==> src/rtl/ascii_uart_tx.sv <==
// ascii_uart_tx: sends a 6-byte UART message built from three ASCII
// digits: tens, ones, space, rev, CR, LF.
//
// Build option: define TX_PARITY_EN for 8E1 frames (even parity bit
// between the data bits and the stop bit). Default build is 8N1.
//
// Ports:
//   clk      system clock, rising edge
//   reset    asynchronous, active-high reset
//   send     start request, only honoured while idle
//   tens_in  ASCII seconds-tens digit (7 bits)
//   ones_in  ASCII seconds-ones digit (7 bits)
//   rev_in   ASCII revolution digit (7 bits)
//   tx       serial line, idle high
//   busy     high while a message is being sent
//   done     one-cycle pulse as the message completes
module ascii_uart_tx #(
    parameter int CLK_HZ = 100000000,
    parameter int BAUD   = 9600
) (
    input  logic       clk,
    input  logic       reset,
    input  logic       send,
    input  logic [6:0] tens_in,
    input  logic [6:0] ones_in,
    input  logic [6:0] rev_in,
    output logic       tx,
    output logic       busy,
    output logic       done
);

    localparam int CLKS_PER_BIT = CLK_HZ / BAUD;
    localparam int TW = $clog2(CLKS_PER_BIT);
    localparam logic [TW-1:0] LAST = TW'(CLKS_PER_BIT - 1);

    typedef enum logic [2:0] {
        IDLE,
        START,
        DATA,
`ifdef TX_PARITY_EN
        PARITY,
`endif
        STOP
    } state_t;

    state_t        state;
    logic [TW-1:0] timer;
    logic [2:0]    bit_idx;
    logic [2:0]    byte_idx;
    logic [6:0]    tens_q;
    logic [6:0]    ones_q;
    logic [6:0]    rev_q;
    logic [7:0]    cur_byte;
    logic [2:0]    nxt_bit;
    logic          bit_end;

    // Byte currently on the wire; bit 7 is always zero.
    always_comb begin
        cur_byte = 8'h0A;
        unique case (byte_idx)
            3'd0:    cur_byte = {1'b0, tens_q};
            3'd1:    cur_byte = {1'b0, ones_q};
            3'd2:    cur_byte = 8'h20;
            3'd3:    cur_byte = {1'b0, rev_q};
            3'd4:    cur_byte = 8'h0D;
            default: cur_byte = 8'h0A;
        endcase
    end

    assign bit_end = (timer == LAST);
    assign nxt_bit = bit_idx + 3'd1;

    always_ff @(posedge clk or posedge reset) begin
        if (reset) begin
            state    <= IDLE;
            tx       <= 1'b1;
            busy     <= 1'b0;
            done     <= 1'b0;
            timer    <= '0;
            bit_idx  <= 3'd0;
            byte_idx <= 3'd0;
            tens_q   <= 7'h00;
            ones_q   <= 7'h00;
            rev_q    <= 7'h00;
        end else begin
            done <= 1'b0;
            unique case (state)
                IDLE: begin
                    tx    <= 1'b1;
                    busy  <= 1'b0;
                    timer <= '0;
                    if (send) begin
                        tens_q   <= tens_in;
                        ones_q   <= ones_in;
                        rev_q    <= rev_in;
                        byte_idx <= 3'd0;
                        state    <= START;
                        tx       <= 1'b0;
                        busy     <= 1'b1;
                    end
                end
                START: begin
                    if (bit_end) begin
                        timer   <= '0;
                        bit_idx <= 3'd0;
                        tx      <= cur_byte[0];
                        state   <= DATA;
                    end else begin
                        timer <= timer + TW'(1);
                    end
                end
                DATA: begin
                    if (bit_end) begin
                        timer <= '0;
                        if (bit_idx == 3'd7) begin
`ifdef TX_PARITY_EN
                            tx    <= ^cur_byte;
                            state <= PARITY;
`else
                            tx    <= 1'b1;
                            state <= STOP;
`endif
                        end else begin
                            bit_idx <= nxt_bit;
                            tx      <= cur_byte[nxt_bit];
                        end
                    end else begin
                        timer <= timer + TW'(1);
                    end
                end
`ifdef TX_PARITY_EN
                PARITY: begin
                    if (bit_end) begin
                        timer <= '0;
                        tx    <= 1'b1;
                        state <= STOP;
                    end else begin
                        timer <= timer + TW'(1);
                    end
                end
`endif
                STOP: begin
                    if (bit_end) begin
                        timer <= '0;
                        if (byte_idx != 3'd5) begin
                            // Next byte starts with no idle gap.
                            byte_idx <= byte_idx + 3'd1;
                            tx       <= 1'b0;
                            state    <= START;
                        end else begin
                            tx    <= 1'b1;
                            busy  <= 1'b0;
                            done  <= 1'b1;
                            state <= IDLE;
                        end
                    end else begin
                        timer <= timer + TW'(1);
                    end
                end
                default: begin
                    state <= IDLE;
                    tx    <= 1'b1;
                    busy  <= 1'b0;
                end
            endcase
        end
    end

endmodule
==> config.mk <==
export PLATFORM = sky130hd
export DESIGN_NAME = ascii_uart_tx
export DESIGN_NICKNAME = d
export VERILOG_FILES = /design/src/rtl/ascii_uart_tx.sv
export SDC_FILE = /design/constraint.sdc
export NUM_CORES = 1
export LEC_CHECK = 0
export ABC_AREA = 1
export BUFFER_PORTS_ARGS = -buffer_cell sky130_fd_sc_hd__buf_4
export CORE_MARGIN = 8
export CORE_UTILIZATION = 60
export CTS_CLUSTER_DIAMETER = 150
export DETAILED_ROUTE_END_ITERATION = 6
export HOLD_SLACK_MARGIN = 0.1
export PLACE_DENSITY = 0.81
export SYNTH_ARGS = -nofsm -noshare
export SYNTH_HDL_FRONTEND = slang
export SYNTH_SLANG_ARGS = --single-unit
==> constraint.sdc <==
create_clock -name clk -period 3.93 [get_ports clk]
set_input_delay 1.179 -clock clk [delete_from_list [all_inputs] [get_ports clk]]
set_output_delay 1.179 -clock clk [all_outputs]
set_load 0.01 [all_outputs]
==> results <==
- The max-capacitance violation count is 0.
- Across all layers, the routed design uses 2204 vias.
- The Yosys step of the flow raised 0 warnings.
- Of the cells placed in the final design, the portion with a size suffix greater than 1 is 23.4%.
- Clock-pin slew was measured on the worst setup and hold paths at 0.07 ns.
- At the later pin of the worst-skew pair, clock insertion delay measures 0.31 ns.
- Grouping stages by cell kind, the critical path spends the most delay in simple AND/OR/NAND/NOR gates.
- The final setup skew is 0.0140 ns.
- The post-synth design cell area is 2690 um^2.
- The count of nets after finishing is 378.
- The static power due to leakage is 1.45 nW.
- The worst path uses 55.7% of the clock period.
- The register bit count reported by yosys is 46.
- The tightest slew margin relative to the limit is 38.0%.
- Before antenna repair, the detailed router went through 5 iterations.
- The final setup TNS is 0 ns.
- The number of placement rows is 24.
- The clock passes through at most 2 buffers.
- Summed over all nets, wire length on met2 after detailed routing comes to 2830 um.
- The final period demand of the worst path is 2.19 ns.
- The clock net in this run drives a total of 46 sinks.
- For this run, design rule violations remaining after detail routing come to 0.
- The detailed router put a total of 2490 um of wire on met1.
- The number of antenna-violating nets in the routed design is 0.
- A synthesized cell averages 8.63 um^2.
- The floorplan die height is 82.9 um.
- Global routing finished with a remaining overflow of 0.
- For this configuration, the core starts out at a cell density of 62.1%.
- The type of the setup path with the least slack is primary input to register.
- The number of endpoints with negative hold slack in the final report was 0.
- The number of global-route vias before repair is 2186.
- The post-synthesis instance total is 311.
- TritonCTS built the clock tree.
- The critical path arrival is 2.37 ns.
- The number of post-CTS setup repair buffers is 0.
- The number of buffers and inverters on the critical path is 1.
- At the end of routability-driven placement, the weighted congestion stood at 0.868.
- Buffers inserted to repair hold after CTS numbered 0.
- The region available for standard cell placement spans 4320 um^2.
- The number of antenna violations at the first check in global routing is 0.
- In the detailed route, the total length drawn on met3 is 266 um.
- The total power per unit cell area is 567 nW/um^2.
- Counting distinct cell types in the post-synthesis netlist gives 33.
- The maximum number of pins on one net before global-route repair is 47.
- The largest fanout on the critical path is 22.
- The signal on the critical path passes through buf_4 > nand2_1 > mux2_2.
- The number of nets in the synthesized netlist is 348.
- The boundary pin count is 27.
- The slowest cell on the critical path is sky130_fd_sc_hd__nand2_1.
- The die covers 6870 um^2.
- The highest ir drop seen on vdd is 0.350 mV.
- The die width is 82.9 um.
- The highest achievable clock rate is 0.457 GHz.
- The number of clock buffers inserted by TritonCTS is 5.
- The wire length of the first global-routing pass is 9410 um.
- The launching element type of the critical path is a primary input.
- Setup violations remaining at the end of the flow were counted as 0.
- Summed over all nets, the half-perimeter wirelength after detailed placement is 4290 um.
- Relative to the synthesized area, the layout overhead comes to 12.5%.
- The detailed-route wire length per cell is 14.3 um.
- The H-tree generated during clock tree synthesis spans 2 levels.
- After detailed routing, the number of vias per cell comes to 5.59.
- The all-layer global routing usage is 16.0%.
- The actual slew at the worst max-slew pin is 0.928 ns.
- Gates resized during post-CTS repair numbered 0.
- Setup repair after global routing left no endpoint under its margin.
- The worst reg-to-reg setup slack is 1.92 ns.
- The cell sitting at the root of the clock tree is a sky130_fd_sc_hd__clkbuf_8.
- The final layout contains routed wiring with a total length of 5630 um.
- The endpoint type of the worst setup path is a register.
- Signal routing reaches up to met4.
- The flow ran to the end, and the final reports show no timing, DRC or antenna violations.
- The share of the core filled with cells is 69.9%.
- Sequential cells were found to cover 42.9% of the synthesized design area.
- The number of slew-limit violations in the final report was 0.
- The min-delay analysis places its worst path in the category register to register.
- The initial DRC count is 152.
- During placement, the flow inserted port buffers numbering 26.
- The highest cell delay on the worst timing path is 0.65 ns.
- The number of inserted diodes is 0.
- The required time at the endpoint of the critical path is 4.11 ns.
==> worst min-delay path: cells and delay by family (launching register included) <==
kind             cells  cell delay, ns
flip-flops           1            0.36
AO/OA/AOI/OAI        1            0.06
AND/OR/NAND/NOR      1            0.05
==> cell usage after synthesis <==
library cell	n	area (um^2)
sky130_fd_sc_hd__nor2_1	24	90.1
sky130_fd_sc_hd__dfrtp_1	45	1130
sky130_fd_sc_hd__a31o_2	1	8.76
sky130_fd_sc_hd__mux2_2	21	236
sky130_fd_sc_hd__o21ai_2	3	26.3
sky130_fd_sc_hd__o21ai_1	9	45.0
sky130_fd_sc_hd__buf_2	3	15.0
sky130_fd_sc_hd__a21oi_1	6	30.0
sky130_fd_sc_hd__o211ai_4	1	21.3
sky130_fd_sc_hd__nor3b_1	1	7.51
sky130_fd_sc_hd__inv_4	1	6.26
sky130_fd_sc_hd__nor2_4	3	33.8
sky130_fd_sc_hd__nand3_2	1	10.0
sky130_fd_sc_hd__o31ai_2	1	12.5
sky130_fd_sc_hd__inv_1	37	139
sky130_fd_sc_hd__nand2_1	70	263
sky130_fd_sc_hd__nor3_1	3	15.0
sky130_fd_sc_hd__nor3_2	4	40.0
sky130_fd_sc_hd__o22ai_1	4	25.0
sky130_fd_sc_hd__dfstp_2	1	26.3
sky130_fd_sc_hd__nand3_4	2	35.0
sky130_fd_sc_hd__inv_2	4	15.0
sky130_fd_sc_hd__clkinv_1	1	3.75
sky130_fd_sc_hd__o21ai_0	11	55.1
sky130_fd_sc_hd__nand3_1	27	135
sky130_fd_sc_hd__nand2_4	1	11.3
sky130_fd_sc_hd__o31ai_1	1	7.51
sky130_fd_sc_hd__nor2_2	2	12.5
sky130_fd_sc_hd__nand4_1	6	37.5
sky130_fd_sc_hd__xor2_1	2	17.5
sky130_fd_sc_hd__nor4_1	1	6.26
sky130_fd_sc_hd__xnor2_1	1	8.76
sky130_fd_sc_hd__ha_1	13	163
==> cell usage in the layout (no fill, tap or decap), types with 3 or more instances in the layout <==
cell,n
sky130_fd_sc_hd__nand2_1,70
sky130_fd_sc_hd__dfrtp_1,45
sky130_fd_sc_hd__o22ai_1,4
sky130_fd_sc_hd__nor3_1,3
sky130_fd_sc_hd__inv_1,36
sky130_fd_sc_hd__o21ai_0,11
sky130_fd_sc_hd__nor2_1,24
sky130_fd_sc_hd__mux2_2,21
sky130_fd_sc_hd__ha_1,13
sky130_fd_sc_hd__a21oi_1,6
sky130_fd_sc_hd__o21ai_2,3
sky130_fd_sc_hd__buf_4,26
sky130_fd_sc_hd__nor3_2,4
sky130_fd_sc_hd__clkbuf_8,6
sky130_fd_sc_hd__nor2_4,3
sky130_fd_sc_hd__nand3_1,27
sky130_fd_sc_hd__o21ai_1,9
sky130_fd_sc_hd__inv_2,5
sky130_fd_sc_hd__nand4_1,6
==> path summary, 6_finish.rpt <==
check / start / to / cells past startpoint
max: send / ones_q[2] / 3
min: busy / busy / 2
max reg2reg: state[0] / ones_q[2] / 4
min reg2reg: busy / busy / 2
max in group asynchronous: reset / timer[1] / 2
min in group asynchronous: reset / timer[4] / 2
==> power by group <==
part	switching [W]	internal [W]	leakage, nW
Combinational	0.000383	0.000295	0.815
Clock	0.000158	0.000142	0.0482
Sequential	0.000104	0.000631	0.584
==> layout make-up <==
type	instances	area (um^2)
multi-input cells	219	1350
clock inverters	1	5.00
fillers	369	1300
well taps	52	65.1
flip-flops and latches	46	1150
clock buffers	7	86.3
repair buffers	26	195
inverters	43	164
==> cell families after synthesis <==
family	after synthesis	synth area share (%)
AO/OA/AOI/OAI	37	8.62
XOR/XNOR	3	0.979
adder cells (fa/ha/maj)	13	6.06
buffers and inverters	46	6.66
flip-flops	46	42.9
multiplexers	21	8.81
AND/OR/NAND/NOR	145	26.0
==> through the flow <==
step / hold slack (ns) / std cells / setup slack [ns] / power, W / instance area [um^2]
after detailed placement: 0.483 / 386 / 1.41 / 0.00142 / 2930
after floorplan: 0.465 / 311 / 1.66 / 0.00125 / 2690
after global routing: 0.532 / 394 / 1.67 / 0.00183 / 3020
after CTS: 0.505 / 394 / 1.74 / 0.00173 / 3020
final: 0.503 / 394 / 1.74 / 0.00171 / 3020
after global placement: 0.480 / 386 / 1.44 / 0.00139 / 2930
==> registers in the layout (all words and copies together), names as in the netlist, 2 cells and up <==
name and flops:
rev_q 7, byte_idx 3, ones_q 7, timer 14, state 2, tens_q 7, bit_idx 3
==> metal layers <==
metal  track usage, %  vias up
met2             28.4       70
met3             3.81        7
li1                 -     1082
met4             3.51        0
met1             18.9     1045
met5                0        -
No activity file was read; power rests on OpenSTA's default activity.
